`config.mk`:
```
export PLATFORM = sky130hd
export DESIGN_NAME = if_fetch_unit_flat
export DESIGN_NICKNAME = d
export VERILOG_FILES = /design/src/rtl/if_fetch_unit_if.sv /design/src/rtl/if_fetch_unit.sv /design/src/flat_wrapper.sv
export SDC_FILE = /design/constraint.sdc
export NUM_CORES = 1
export LEC_CHECK = 0
export CORE_ASPECT_RATIO = 0.8
export CORE_MARGIN = 10
export CORE_UTILIZATION = 46
export CTS_CLUSTER_SIZE = 8
export DETAILED_ROUTE_END_ITERATION = 12
export PLACE_DENSITY = 0.81
export SLEW_MARGIN = 25
export SYNTH_ARGS = -nofsm -noshare
export SYNTH_HDL_FRONTEND = slang
export SYNTH_SLANG_ARGS = --single-unit
```
`constraint.sdc`:
```
create_clock -name clk -period 3.5 [get_ports clk]
set_input_delay 0.525 -clock clk [delete_from_list [all_inputs] [get_ports clk]]
set_output_delay 0.525 -clock clk [all_outputs]
set_load 0.05 [all_outputs]
```
`src/rtl/if_fetch_unit_if.sv`:
```
// ============================================================================
// if_fetch_unit_if : pipeline-control and instruction-memory signals of the
//                    IF stage; master = fetch unit, slave = environment
// Revision 1.0
// ============================================================================
`default_nettype none

interface if_fetch_unit_if;
   logic        stall;
   logic        redirect;
   logic [15:0] redirect_pc;
   logic        imem_req;
   logic [15:0] imem_addr;
   logic        imem_gnt;
   logic        imem_rvalid;
   logic [15:0] imem_rdata;
   logic [15:0] if_pc;
   logic [15:0] if_instr;
   logic        if_valid;

   modport master (
      input  stall, redirect, redirect_pc, imem_gnt, imem_rvalid, imem_rdata,
      output imem_req, imem_addr, if_pc, if_instr, if_valid
   );

   modport slave (
      output stall, redirect, redirect_pc, imem_gnt, imem_rvalid, imem_rdata,
      input  imem_req, imem_addr, if_pc, if_instr, if_valid
   );
endinterface

`default_nettype wire

```
`src/rtl/if_fetch_unit.sv`:
```
// ============================================================================
// if_fetch_unit : IF stage with fetch PC, single-outstanding imem reader and
//                 prefetch FIFO presenting {pc, instr} to IF/ID
// Revision 1.0
// ============================================================================
`default_nettype none

module if_fetch_unit #(
   parameter logic [15:0] RESET_PC = 16'h0000,
   parameter int          DEPTH    = 2
) (
   input  wire logic       clk,
   input  wire logic       rst,
   if_fetch_unit_if.master io_bus
);

   localparam int AW = (DEPTH > 1) ? $clog2(DEPTH) : 1;
   localparam int CW = AW + 1;
   localparam logic [CW-1:0] c_DEPTH_CNT = CW'(DEPTH);

   typedef enum logic [1:0] {
      S_IDLE = 2'd0,
      S_WAIT = 2'd1,
      S_DROP = 2'd2
   } state_t;

   state_t        r_state;
   state_t        w_state_next;
   logic [15:0]   r_fetch_pc;
   logic [15:0]   r_inflight_pc;
   logic [15:0]   r_fifo_pc    [DEPTH];
   logic [15:0]   r_fifo_instr [DEPTH];
   logic [AW-1:0] r_rd_ptr;
   logic [AW-1:0] r_wr_ptr;
   logic [CW-1:0] r_count;

   logic          w_valid;
   logic          w_rvalid_now;
   logic          w_push;
   logic          w_pop;
   logic [CW-1:0] w_count_next;
   logic          w_req_core;
   logic          w_fire;

   assign w_valid      = (r_count != '0);
   assign w_rvalid_now = io_bus.imem_rvalid && (r_state != S_IDLE);
   assign w_push       = (r_state == S_WAIT) && io_bus.imem_rvalid && !io_bus.redirect;
   assign w_pop        = w_valid && !io_bus.stall;
   assign w_count_next = r_count + {{AW{1'b0}}, w_push} - {{AW{1'b0}}, w_pop};

   // Issue only when the slot the returning word would take is guaranteed free.
   assign w_req_core = !io_bus.redirect
                    && ((r_state == S_IDLE) || w_rvalid_now)
                    && (w_count_next < c_DEPTH_CNT);
   assign w_fire     = w_req_core && io_bus.imem_gnt;

   assign io_bus.imem_req  = w_req_core && !rst;
   assign io_bus.imem_addr = r_fetch_pc;
   assign io_bus.if_valid  = w_valid;
   assign io_bus.if_pc     = w_valid ? r_fifo_pc[r_rd_ptr]    : 16'h0000;
   assign io_bus.if_instr  = w_valid ? r_fifo_instr[r_rd_ptr] : 16'h0000;

   always_comb begin
      w_state_next = r_state;
      case (r_state)
         S_IDLE: begin
            if (w_fire) w_state_next = S_WAIT;
         end
         S_WAIT: begin
            if (io_bus.imem_rvalid)   w_state_next = w_fire ? S_WAIT : S_IDLE;
            else if (io_bus.redirect) w_state_next = S_DROP;
         end
         S_DROP: begin
            if (io_bus.imem_rvalid) w_state_next = w_fire ? S_WAIT : S_IDLE;
         end
         default: w_state_next = S_IDLE;
      endcase
   end

   always_ff @(posedge clk or posedge rst) begin
      if (rst) r_state <= S_IDLE;
      else     r_state <= w_state_next;
   end

   // Redirect wins over everything: flush the queue and retarget the PC.
   always_ff @(posedge clk or posedge rst) begin
      if (rst) begin
         r_fetch_pc    <= RESET_PC;
         r_inflight_pc <= 16'h0000;
         r_rd_ptr      <= '0;
         r_wr_ptr      <= '0;
         r_count       <= '0;
      end else if (io_bus.redirect) begin
         r_fetch_pc <= io_bus.redirect_pc;
         r_rd_ptr   <= '0;
         r_wr_ptr   <= '0;
         r_count    <= '0;
      end else begin
         if (w_fire) begin
            r_inflight_pc <= r_fetch_pc;
            r_fetch_pc    <= r_fetch_pc + 16'h0001;
         end
         if (w_push) r_wr_ptr <= r_wr_ptr + AW'(1);
         if (w_pop)  r_rd_ptr <= r_rd_ptr + AW'(1);
         r_count <= w_count_next;
      end
   end

   always_ff @(posedge clk) begin
      if (w_push) begin
         r_fifo_pc[r_wr_ptr]    <= r_inflight_pc;
         r_fifo_instr[r_wr_ptr] <= io_bus.imem_rdata;
      end
   end

endmodule

`default_nettype wire

```
`src/flat_wrapper.sv`:
```
// flat-port wrapper written by rule: the top's interface ports become plain ports
module if_fetch_unit_flat 
#(
   parameter logic [15:0] RESET_PC = 16'h0000,
   parameter int          DEPTH    = 2
)
  (clk, rst, io_bus_stall, io_bus_redirect, io_bus_redirect_pc, io_bus_imem_gnt, io_bus_imem_rvalid, io_bus_imem_rdata, io_bus_imem_req, io_bus_imem_addr, io_bus_if_pc, io_bus_if_instr, io_bus_if_valid);
  if_fetch_unit_if io_bus_i ();
  input  wire logic clk;
  input  wire logic rst;
  input wire logic [$bits(io_bus_i.stall)-1:0] io_bus_stall;
  input wire logic [$bits(io_bus_i.redirect)-1:0] io_bus_redirect;
  input wire logic [$bits(io_bus_i.redirect_pc)-1:0] io_bus_redirect_pc;
  input wire logic [$bits(io_bus_i.imem_gnt)-1:0] io_bus_imem_gnt;
  input wire logic [$bits(io_bus_i.imem_rvalid)-1:0] io_bus_imem_rvalid;
  input wire logic [$bits(io_bus_i.imem_rdata)-1:0] io_bus_imem_rdata;
  output wire logic [$bits(io_bus_i.imem_req)-1:0] io_bus_imem_req;
  output wire logic [$bits(io_bus_i.imem_addr)-1:0] io_bus_imem_addr;
  output wire logic [$bits(io_bus_i.if_pc)-1:0] io_bus_if_pc;
  output wire logic [$bits(io_bus_i.if_instr)-1:0] io_bus_if_instr;
  output wire logic [$bits(io_bus_i.if_valid)-1:0] io_bus_if_valid;
  assign io_bus_i.stall = io_bus_stall;
  assign io_bus_i.redirect = io_bus_redirect;
  assign io_bus_i.redirect_pc = io_bus_redirect_pc;
  assign io_bus_i.imem_gnt = io_bus_imem_gnt;
  assign io_bus_i.imem_rvalid = io_bus_imem_rvalid;
  assign io_bus_i.imem_rdata = io_bus_imem_rdata;
  assign io_bus_imem_req = io_bus_i.imem_req;
  assign io_bus_imem_addr = io_bus_i.imem_addr;
  assign io_bus_if_pc = io_bus_i.if_pc;
  assign io_bus_if_instr = io_bus_i.if_instr;
  assign io_bus_if_valid = io_bus_i.if_valid;
  if_fetch_unit #(.RESET_PC(RESET_PC), .DEPTH(DEPTH)) u_core (.clk(clk), .rst(rst), .io_bus(io_bus_i));
endmodule
```
==> impl_metrics.py <==
metrics = {
    "floorplanning": {
        "io_pins": 88,
        "initial_core_util_pct": 47.30,
        "rows": 31,
        "die_x_um": 128.0,
        "dieArea_sq_um": 13620,
        "coreArea_sq_um": 9076,
        "die_h_um": 106.4,
    },
    "run_status": {
        "status": "completed",
    },
    "logic_synthesis": {
        "yosysSeqAreaShare_pct": 66.92,
        "synth_edf_count": 64,
        "syn_avg_cell_area_sq_um": 13.37,
        "synth_seq_cells": 102,
        "synth-async-reset-ratio_pct": 37.25,
        "synth_flop_cell": "edfxtp_1",
        "syn_nets": 362,
        "yosysWarnings": 0,
        "synthCells": 321,
        "syn-cell-area_sq_um": 4293,
        "netlist-cell-type-count": 33,
    },
    "finish": {
        "drive_above_1_share_pct": 10.53,
        "diodes": 0,
        "layout.nets": 454,
        "fill_cells": 722,
        "area_delta_synth_final_pct": 31.83,
    },
    "timing": {
        "rsz0062_at_grt": "false",
        "slew_headroom_pct": 43.29,
        "skew_ns": 0.003212,
        "slew_viol_final": 0,
        "post-route-period-util_pct": 91.48,
        "worst_pin_slew_ns": 0.8455,
        "setup_tns_ns": 0,
        "clock.fmax_mhz": 312.3,
        "min_period_ns": 3.202,
        "hold_slack_ns": 0.4718,
        "setup_viol": 0,
        "finalHoldViolCount": 0,
    },
    "drt": {
        "vias": 2837,
        "routedWlPerCell_um": 17.38,
        "wl_um": 9261,
        "avgViaCountPerCell": 5.323,
        "drc_errors": 0,
        "drt_first_pass_iters": 4,
        "drt_iter0_drc": 183,
        "ant_nets": 0,
    },
    "power_and_ir_drop": {
        "p_per_area_nw_per_um2": 820.8,
        "cellLeakagePower_nw": 2.019,
        "peakVddDrop_v": 0.0004617,
    },
    "clock_tree": {
        "ctsHtreeMaxLevel": 3,
        "numCtsBuffers": 9,
        "cts.repair.resized": 0,
        "cts-root-buf": "clkbuf_16",
        "clk_latency_ns": 0.33,
        "cts_buffer_depth": 2,
        "cts_num_sinks": 102,
        "postCtsSetupBuffers": 0,
        "cts.clk_slew.worst_paths_ns": 0.06,
        "cts_tree": "done",
        "hold_buffers": 0,
    },
    "global_routing": {
        "antenna_found_initial": 0,
        "grt_pass1_vias": 2961,
        "grt_usage_pct": 14.16,
        "grt_max_degree": 34,
        "grt-ovfl-total": 0,
        "grt_pass1_wl_um": 15410,
    },
    "critical_path": {
        "slowest_delay_ns": 0.56,
        "crit_path_start_kind": "primary input",
        "cp_max_fo": 7,
        "arrival_ns": 2.68,
        "cpMaxStageDelayCell": "clkdlybuf4s50_1",
        "end_kind": "output port",
        "path_class": "primary input to output port",
        "worst_ep_required_time_ns": 2.97,
        "cp_cell_sequence": "clkdlybuf4s50_1 -> nand2_1 -> nor2_1 -> ha_1 -> xor3_2 -> buf_4 -> nor4_2 -> buf_12",
    },
    "min_path": {
        "hold_class": "register to register",
    },
    "flow_run": {
        "maxCapViolations": 0,
    },
    "placement": {
        "portBuffers": 87,
        "hpwl_um": 6556,
        "place_congestion": 0.8126,
    },
}
power breakdown:
| group | internal, mW | leakage [nW] | switching [mW] |
|---|---|---|---|
| clock | 0.574 | 0.148 | 0.409 |
| combinational | 0.736 | 0.841 | 1.22 |
| sequential | 1.52 | 1.03 | 0.189 |
cells in the final DEF, fill, tap and decap left out, types with 9 or more instances in the layout:
cell type	netlist	layout
o21ai_0	16	16
edfxtp_1	64	64
mux2i_1	35	35
clkdlybuf4s50_1	0	86
nor2_1	46	45
mux2_2	14	14
clkbuf_16	0	9
nand2_1	16	16
dfrtp_1	38	37
sequential cells by signal, indices dropped and copies added (netlist names):
signal,cells
u_core.io_bus.imem_addr,16
u_core.r_state,2
u_core.r_count,2
u_core.r_wr_ptr,1
u_core.r_fifo_pc,32
u_core.r_inflight_pc,16
u_core.r_rd_ptr,1
u_core.r_fifo_instr,32
area by class of cell:
cell class                      instances  area [sq um]  share of cell area, %
Timing Repair Buffer                   95         953.4                  16.85
Sequential cell                       102          2874                  50.78
Multi-Input combinational cell        196          1354                  23.92
Clock buffer                           11         242.7                  4.289
Inverter                                9         33.78                 0.5969
Clock inverter                          5         57.56                  1.017
Tap cell                              115         143.9                  2.543
cells by family (layout without fill, tap and decap cells):
family | after synthesis | after routing | synth area share (%)
fa+ha+maj | 3 | 3 | 0.8745
xor+xnor | 10 | 10 | 2.740
simple gates | 104 | 104 | 11.57
mux | 49 | 49 | 11.83
flops | 102 | 102 | 66.92
buf+inv | 23 | 120 | 2.011
compound gates | 30 | 30 | 4.051
critical path, delay by kind of cell:
family	cells	cell delay (ns)
AND/OR/NAND/NOR	3	0.71
XOR/XNOR	1	0.29
buffers and inverters	3	0.93
adder cells (fa/ha/maj)	1	0.21
layer usage:
metal | up-vias | global-route usage (%) | part of all wire, % | wire [um]
li1 | 1368 | - | - | -
met1 | 1360 | 17.67 | 44 | 4096
met2 | 103 | 22.16 | 48 | 4406
met3 | 6 | 5.660 | 7.2 | 668
met4 | 0 | 4.334 | 0.96 | 89
met5 | - | 0 | 0 | 0
path summary, 6_finish.rpt:
check | from | endpoint | slack, ns | depth (start not counted)
setup / recovery | io_bus_imem_rvalid | io_bus_imem_req | 0.30 | 8
hold / removal | u_core.r_inflight_pc[11] | u_core.r_fifo_pc[1][11] | 0.47 | 0
setup reg to reg | u_core.r_state[0] | u_core.io_bus.imem_addr[13] | 0.73 | 8
hold reg to reg | u_core.r_inflight_pc[11] | u_core.r_fifo_pc[1][11] | 0.47 | 0
max in group asynchronous | rst | u_core.r_rd_ptr | 2.20 | 3
min in group asynchronous | rst | u_core.r_state[0] | 0.63 | 2
cells in the mapped netlist, drive strengths merged (6+ instances only):
cell type	number	area share, %
nor4	7	1.0
nor2	46	4.0
nor2b	6	0.87
nand4	6	0.87
or3	6	0.87
dfrtp	38	22
mux2	14	3.7
o21ai	16	1.9
a31oi	7	1.0
inv	8	0.70
edfxtp	64	45
nand2	16	1.4
clkbuf	13	1.1
mux2i	35	8.2
through the flow:
stage                     instance area, sq um  power (mW)  setup WS [ns]  util, %  instances
after floorplan                           4304       3.018         0.4568        -        321
after global placement                    5359       3.664         0.3044    59.04        517
after detailed placement                  5359       3.708         0.2124    59.04        517
after CTS                                 5659       4.704         0.2799    62.35        533
after global routing                      5659       4.884         0.1678    62.35        533
final                                     5659       4.645         0.2984    62.35        533
Note: power is estimated with default switching activity, not from simulation.
